===== src/rtl/uart_tx_stream_if.sv =====
// rtl/uart_tx_stream_if.sv - word stream handshake into the UART transmitter
interface uart_tx_stream_if #(
  parameter int DATA_BITS = 8
);
  logic [DATA_BITS-1:0] data;
  logic                 valid;
  logic                 ready;

  modport master (output data, output valid, input ready);
  modport slave  (input data, input valid, output ready);
endinterface


===== src/rtl/uart_tx_stream.sv =====
// rtl/uart_tx_stream.sv - buffered UART transmitter with configurable frame format
module uart_tx_stream #(
  parameter int CLK_DIV    = 833,
  parameter int DATA_BITS  = 8,
  parameter int PARITY     = 0,
  parameter int STOP_BITS  = 1,
  parameter int FIFO_DEPTH = 16
) (
  input  logic                          clk_i,
  input  logic                          rst_i,
  uart_tx_stream_if.slave               s_if,
  output logic                          tx_o,
  output logic                          busy_o,
  output logic [$clog2(FIFO_DEPTH):0]   level_o
);

  localparam int AW = $clog2(FIFO_DEPTH);
  localparam int LW = AW + 1;
  localparam int CW = $clog2(CLK_DIV);
  localparam int BW = $clog2(DATA_BITS);

  typedef enum logic [2:0] {
    S_IDLE,
    S_START,
    S_DATA,
    S_PAR,
    S_STOP
  } state_t;

  logic [DATA_BITS-1:0] mem_q [FIFO_DEPTH];
  logic [AW-1:0]        wr_ptr_q;
  logic [AW-1:0]        rd_ptr_q;
  logic [LW-1:0]        level_q;
  logic [LW-1:0]        level_d;
  logic                 push;
  logic                 pop;
  logic [DATA_BITS-1:0] head;

  state_t               state_q;
  state_t               state_d;
  logic [CW-1:0]        baud_q;
  logic [CW-1:0]        baud_d;
  logic [BW-1:0]        bit_q;
  logic [BW-1:0]        bit_d;
  logic [DATA_BITS-1:0] shift_q;
  logic [DATA_BITS-1:0] shift_d;
  logic                 par_q;
  logic                 par_d;
  logic                 tx_q;
  logic                 tx_d;
  logic                 busy_q;
  logic                 baud_last;

  // Parity of the whole word, taken once when the word is loaded
  function automatic logic parity_of(input logic [DATA_BITS-1:0] w);
    return (PARITY == 2) ? ^w : ~^w;
  endfunction

  assign s_if.ready = (level_q != LW'(FIFO_DEPTH));
  assign push       = s_if.valid && s_if.ready;
  assign head       = mem_q[rd_ptr_q];
  assign level_d    = level_q + LW'(push) - LW'(pop);
  assign baud_last  = (baud_q == CW'(CLK_DIV - 1));

  assign tx_o    = tx_q;
  assign busy_o  = busy_q;
  assign level_o = level_q;

  // FIFO storage: written on every accepted word, never reset
  always_ff @(posedge clk_i) begin
    if (push) begin
      mem_q[wr_ptr_q] <= s_if.data;
    end
  end

  // FIFO pointers and occupancy; pointers wrap naturally at the power-of-2 depth
  always_ff @(posedge clk_i) begin
    if (rst_i) begin
      wr_ptr_q <= '0;
      rd_ptr_q <= '0;
      level_q  <= '0;
    end else begin
      if (push) begin
        wr_ptr_q <= wr_ptr_q + AW'(1);
      end
      if (pop) begin
        rd_ptr_q <= rd_ptr_q + AW'(1);
      end
      level_q <= level_d;
    end
  end

  // Frame state register; tx and busy are registered so the pin never glitches
  always_ff @(posedge clk_i) begin
    if (rst_i) begin
      state_q <= S_IDLE;
      baud_q  <= '0;
      bit_q   <= '0;
      shift_q <= '0;
      par_q   <= 1'b0;
      tx_q    <= 1'b1;
      busy_q  <= 1'b0;
    end else begin
      state_q <= state_d;
      baud_q  <= baud_d;
      bit_q   <= bit_d;
      shift_q <= shift_d;
      par_q   <= par_d;
      tx_q    <= tx_d;
      busy_q  <= (state_d != S_IDLE);
    end
  end

  // Next-state, FIFO pop and line level for the following cycle
  always_comb begin
    state_d = state_q;
    baud_d  = baud_last ? '0 : baud_q + CW'(1);
    bit_d   = bit_q;
    shift_d = shift_q;
    par_d   = par_q;
    pop     = 1'b0;
    tx_d    = 1'b1;

    unique case (state_q)
      S_IDLE: begin
        baud_d = '0;
        if (level_q != '0) begin
          pop     = 1'b1;
          shift_d = head;
          par_d   = parity_of(head);
          state_d = S_START;
        end
      end
      S_START: begin
        if (baud_last) begin
          bit_d   = '0;
          state_d = S_DATA;
        end
      end
      S_DATA: begin
        if (baud_last) begin
          if (bit_q == BW'(DATA_BITS - 1)) begin
            bit_d   = '0;
            state_d = (PARITY != 0) ? S_PAR : S_STOP;
          end else begin
            bit_d   = bit_q + BW'(1);
            shift_d = shift_q >> 1;
          end
        end
      end
      S_PAR: begin
        if (baud_last) begin
          bit_d   = '0;
          state_d = S_STOP;
        end
      end
      S_STOP: begin
        if (baud_last) begin
          if (bit_q == BW'(STOP_BITS - 1)) begin
            bit_d = '0;
            // Back-to-back frames: the next word starts with no idle gap
            if (level_q != '0) begin
              pop     = 1'b1;
              shift_d = head;
              par_d   = parity_of(head);
              state_d = S_START;
            end else begin
              state_d = S_IDLE;
            end
          end else begin
            bit_d = bit_q + BW'(1);
          end
        end
      end
      default: begin
        state_d = S_IDLE;
      end
    endcase

    case (state_d)
      S_START: tx_d = 1'b0;
      S_DATA:  tx_d = shift_d[0];
      S_PAR:   tx_d = par_d;
      default: tx_d = 1'b1;
    endcase
  end

endmodule


===== src/flat_wrapper.sv =====
// flat-port wrapper written by rule: the top's interface ports become plain ports
module uart_tx_stream_flat 
#(
  parameter int CLK_DIV    = 833,
  parameter int DATA_BITS  = 8,
  parameter int PARITY     = 0,
  parameter int STOP_BITS  = 1,
  parameter int FIFO_DEPTH = 16
)
  (clk_i, rst_i, tx_o, busy_o, level_o, s_if_data, s_if_valid, s_if_ready);
  uart_tx_stream_if #(.DATA_BITS(DATA_BITS)) s_if_i ();
  input  logic clk_i;
  input  logic rst_i;
  output logic tx_o;
  output logic busy_o;
  output logic [$clog2(FIFO_DEPTH):0] level_o;
  input wire logic [$bits(s_if_i.data)-1:0] s_if_data;
  input wire logic [$bits(s_if_i.valid)-1:0] s_if_valid;
  output wire logic [$bits(s_if_i.ready)-1:0] s_if_ready;
  assign s_if_i.data = s_if_data;
  assign s_if_i.valid = s_if_valid;
  assign s_if_ready = s_if_i.ready;
  uart_tx_stream #(.CLK_DIV(CLK_DIV), .DATA_BITS(DATA_BITS), .PARITY(PARITY), .STOP_BITS(STOP_BITS), .FIFO_DEPTH(FIFO_DEPTH)) u_core (.clk_i(clk_i), .rst_i(rst_i), .s_if(s_if_i), .tx_o(tx_o), .busy_o(busy_o), .level_o(level_o));
endmodule

===== config.mk =====
export PLATFORM = sky130hd
export DESIGN_NAME = uart_tx_stream_flat
export DESIGN_NICKNAME = d
export VERILOG_FILES = /design/src/rtl/uart_tx_stream_if.sv /design/src/rtl/uart_tx_stream.sv /design/src/flat_wrapper.sv
export SDC_FILE = /design/constraint.sdc
export NUM_CORES = 1
export LEC_CHECK = 0
export ABC_AREA = 1
export ABC_CLOCK_PERIOD_IN_PS = 3000
export CELL_PAD_IN_SITES_DETAIL_PLACEMENT = 1
export CELL_PAD_IN_SITES_GLOBAL_PLACEMENT = 1
export CORE_MARGIN = 1
export CORE_UTILIZATION = 50
export DETAILED_ROUTE_END_ITERATION = 8
export DONT_BUFFER_PORTS = 1
export GPL_TIMING_DRIVEN = 1
export HOLD_SLACK_MARGIN = 0.12
export PLACE_DENSITY_LB_ADDON = 0.1
export SLEW_MARGIN = 20
export SYNTH_ARGS = -nofsm -noshare
export SYNTH_HDL_FRONTEND = slang
export SYNTH_SLANG_ARGS = --single-unit

===== constraint.sdc =====
create_clock -name clk_i -period 3 [get_ports clk_i]
set_clock_uncertainty 0.05 [all_clocks]
set_input_delay 0.3 -clock clk_i [delete_from_list [all_inputs] [get_ports clk_i]]
set_output_delay 0.3 -clock clk_i [all_outputs]
set_load 0.1 [all_outputs]

==> key figures <==
Status
  – Status: completed

Layout
  – Area taken by multi-input logic gates: between 2000 and 3000 um^2
  – Non-Filler Instances: 1056
  – Final layout net count: slightly below 900
  – # fillers: between 1.5k and 2k
  – Final antenna diode count: 0
  – Final Util: 0.585
  – FF+latch area: ~4700 um^2
  – Area grow syn2layout: 14.5%
  – Layout cells sized above 1: 0.109
  – Layout Cell Area excl Fill: 8890 um^2

Power
  – Worst VDD drop: 0.487 mV
  – Pwr dens: around 950 nW/um^2
  – Power consumption: 8.41 mW
  – Static leakage: roughly 3.7 nW

Synth
  – FFs w/ async S/R, synth: 0
  – YS warnings: 0
  – Post-synth top cells: 254 x nand2_1, 128 x edfxtp_1, 95 x inv_1, 81 x nand3_1, 65 x nor2_1
  – Synth cell types: 42
  – Syn Area/Cell: 9.41 um^2
  – Post-synth EDFFs: roughly 130
  – Synth Instances: between 800 and 900
  – Seq cells post-synth: around 170
  – Area contributors post-synth: edfxtp_1 50%, nand2_1 12%, dfxtp_1 11%
  – Synth Net Count: ~850
  – Synth area leader: edfxtp_1
  – Most frequent cell after synthesis: nand2_1
  – Mapped cell area: around 7800 um^2
  – Top cell type's share of synthesized area: 0.495
  – Sequential fraction of the synthesis area: 0.609
  – Ys flop type: edfxtp_1

Clock tree
  – CTS tree: built
  – Clock slew at reported path FFs: ~0.070 ns
  – H-Tree Depth: 4
  – Clock Sink Count: about 170
  – Clock Latency Late Sink: 0.43 ns
  – CTS max path bufs: 2
  – Total CTS buffers: 17
  – Clock root cell: clkbuf_16

Hold path
  – Hold Crit Class: in2reg

Timing
  – Hold Fails Final Rpt: 0
  – Hold Slack: 0.228 ns
  – Slew Limit Fails: 0
  – Achievable Freq: approximately 360 MHz
  – Final setup TNS: 0 ns
  – Tmin final: roughly 2.8 ns
  – Post-route setup slack: ~0.19 ns
  – Worst-margin pin slew: 0.958 ns
  – Slew margin rel.: 0.361
  – Tcrit/Tclk final: 0.937
  – # setup viols final: 0

Detailed routing
  – Initial DRC count: 336
  – Final ANT Viol Nets: 0
  – DRC viols: 0
  – Via/cell ratio: ~5.4
  – Routed vias: roughly 5.8k
  – Final wirelength: ~20000 um
  – DR pass1 iterations: 5
  – Wire per inst: 19.0 um

Placement
  – Dpl cell area: 8080 um^2
  – IO Port Bufs: 0
  – Gpl congestion: 0.831
  – Worst slack, placed: around 0.15 ns
  – Dpl hpwl: around 13000 um
  – Dpl cells: slightly above 1k

Global route
  – Gr ovfl total: 0
  – Number of global-route vias before repair: 5977
  – Global-route wire length before repair: between 30000 and 40000 um
  – Antenna violations before repair: 0
  – Total GRT Usage: 0.268
  – Largest net degree at the start of global routing: 59

Critical path
  – Startpoint Class: flop
  – R2r setup slk: around 0.19 ns
  – Data required time of the worst path: approximately 3.3 ns
  – Crit path arrival time: roughly 3.1 ns
  – Slowest stage delay, CP: ~0.35 ns
  – Crit Path Max Fanout: 6
  – Crit-path slowest cell: dfxtp_2
  – WS Path Type: reg2reg
  – Crit-path cells: inv_2, nor4_4, nand3_2, o21ai_4, inv_2, nor2_4, nand2_4, clkinv_8, ha_1, inv_1, ha_4, fa_2, nand2_1, a21oi_1, nor2_1, o21ai_1, a21oi_1
  – Crit end category: flop

Job
  – Max_cap viols: 0

Die
  – I/O pin total: 19
  – Die area: 16000 um^2
  – Starting Density: 0.511
  – Core box area: 15200 um^2
  – Row count: 45
  – Die Width: roughly 130 um
  – Die Height: approximately 130 um
[cell usage in the layout (no fill, tap or decap), types with 10 or more instances in the layout]
cell and n:
o21ai_1 12, nor2_1 65, buf_4 27, a21oi_1 22, ha_1 14, dlygate4sd3_1 10
dfxtp_1 37, nand3_1 81, edfxtp_1 128, o21ai_0 12, inv_1 91, nand2_1 253
clkbuf_16 17
[registers in the layout, indices dropped and copies added (netlist names), named ones only]
name             count
u_core.level_o       5
u_core.shift_q       8
u_core.state_q       3
u_core.tx_o          1
u_core.rd_ptr_q      4
u_core.baud_q       10
u_core.par_q         1
u_core.busy_o        1
u_core.wr_ptr_q      4
u_core.bit_q         3
u_core.mem_q       128
[power breakdown]
part           switching (mW)  total (mW)  internal [mW]
Sequential              0.262        3.02           2.76
Combinational            2.05        2.99          0.944
Clock                   0.927        2.40           1.48
Total                    3.24        8.41           5.18
[metal layers]
metal  vias to the layer above  part of all wire  global-route usage
met2                       126              0.50               0.460
met1                      2828              0.44               0.345
li1                       2764                 -                   -
met4                         0             0.021               0.102
met5                         -                 0                   0
met3                        35             0.037              0.0422
[repair_timing]
action	CTS	global route
buffers inserted	0	6
hold endpoints to repair	147	0
hold buffers	10	0
resized for setup	0	7
endpoints found under the setup margin	0	1
[cell type report]
cell class,instances,area share
sequential,172,0.533
multi-input combinational,521,0.283
clock buffer,17,0.0478
inverter,104,0.0459
timing repair buffer,39,0.0386
tap,188,0.0265
clock inverter,15,0.0246
[final timing paths]
check	start	to	cells after the start
max	u_core.baud_q[6]$_SDFF_PP0_	u_core.level_o[4]$_SDFF_PP0_	17
min reg2reg	u_core.shift_q[7]$_SDFFE_PP0P_	u_core.shift_q[7]$_SDFFE_PP0P_	2
min	rst_i	u_core.state_q[0]$_SDFF_PP0_	3
max reg2reg	u_core.baud_q[6]$_SDFF_PP0_	u_core.level_o[4]$_SDFF_PP0_	17
[critical path: cells and delay by family, from the launching register on]
family / cells / cell delay, ns
DFF: 1 / 0.35
adders and majority gates: 3 / 0.62
buffers and inverters: 4 / 0.26
and+or+nand+nor: 6 / 1.01
AOI/OAI and AO/OA: 4 / 0.46
[kinds of logic (layout without fill, tap and decap cells)]
logic type,Yosys count,in the layout,share of synthesized area
adder cells (fa/ha/maj),17,17,0.0284
flip-flops,172,172,0.609
XOR/XNOR,5,5,0.00564
buffers and inverters,132,175,0.0720
AND/OR/NAND/NOR,435,435,0.238
AO/OA/AOI/OAI,64,64,0.0471
(Power assumes the default switching activity.)
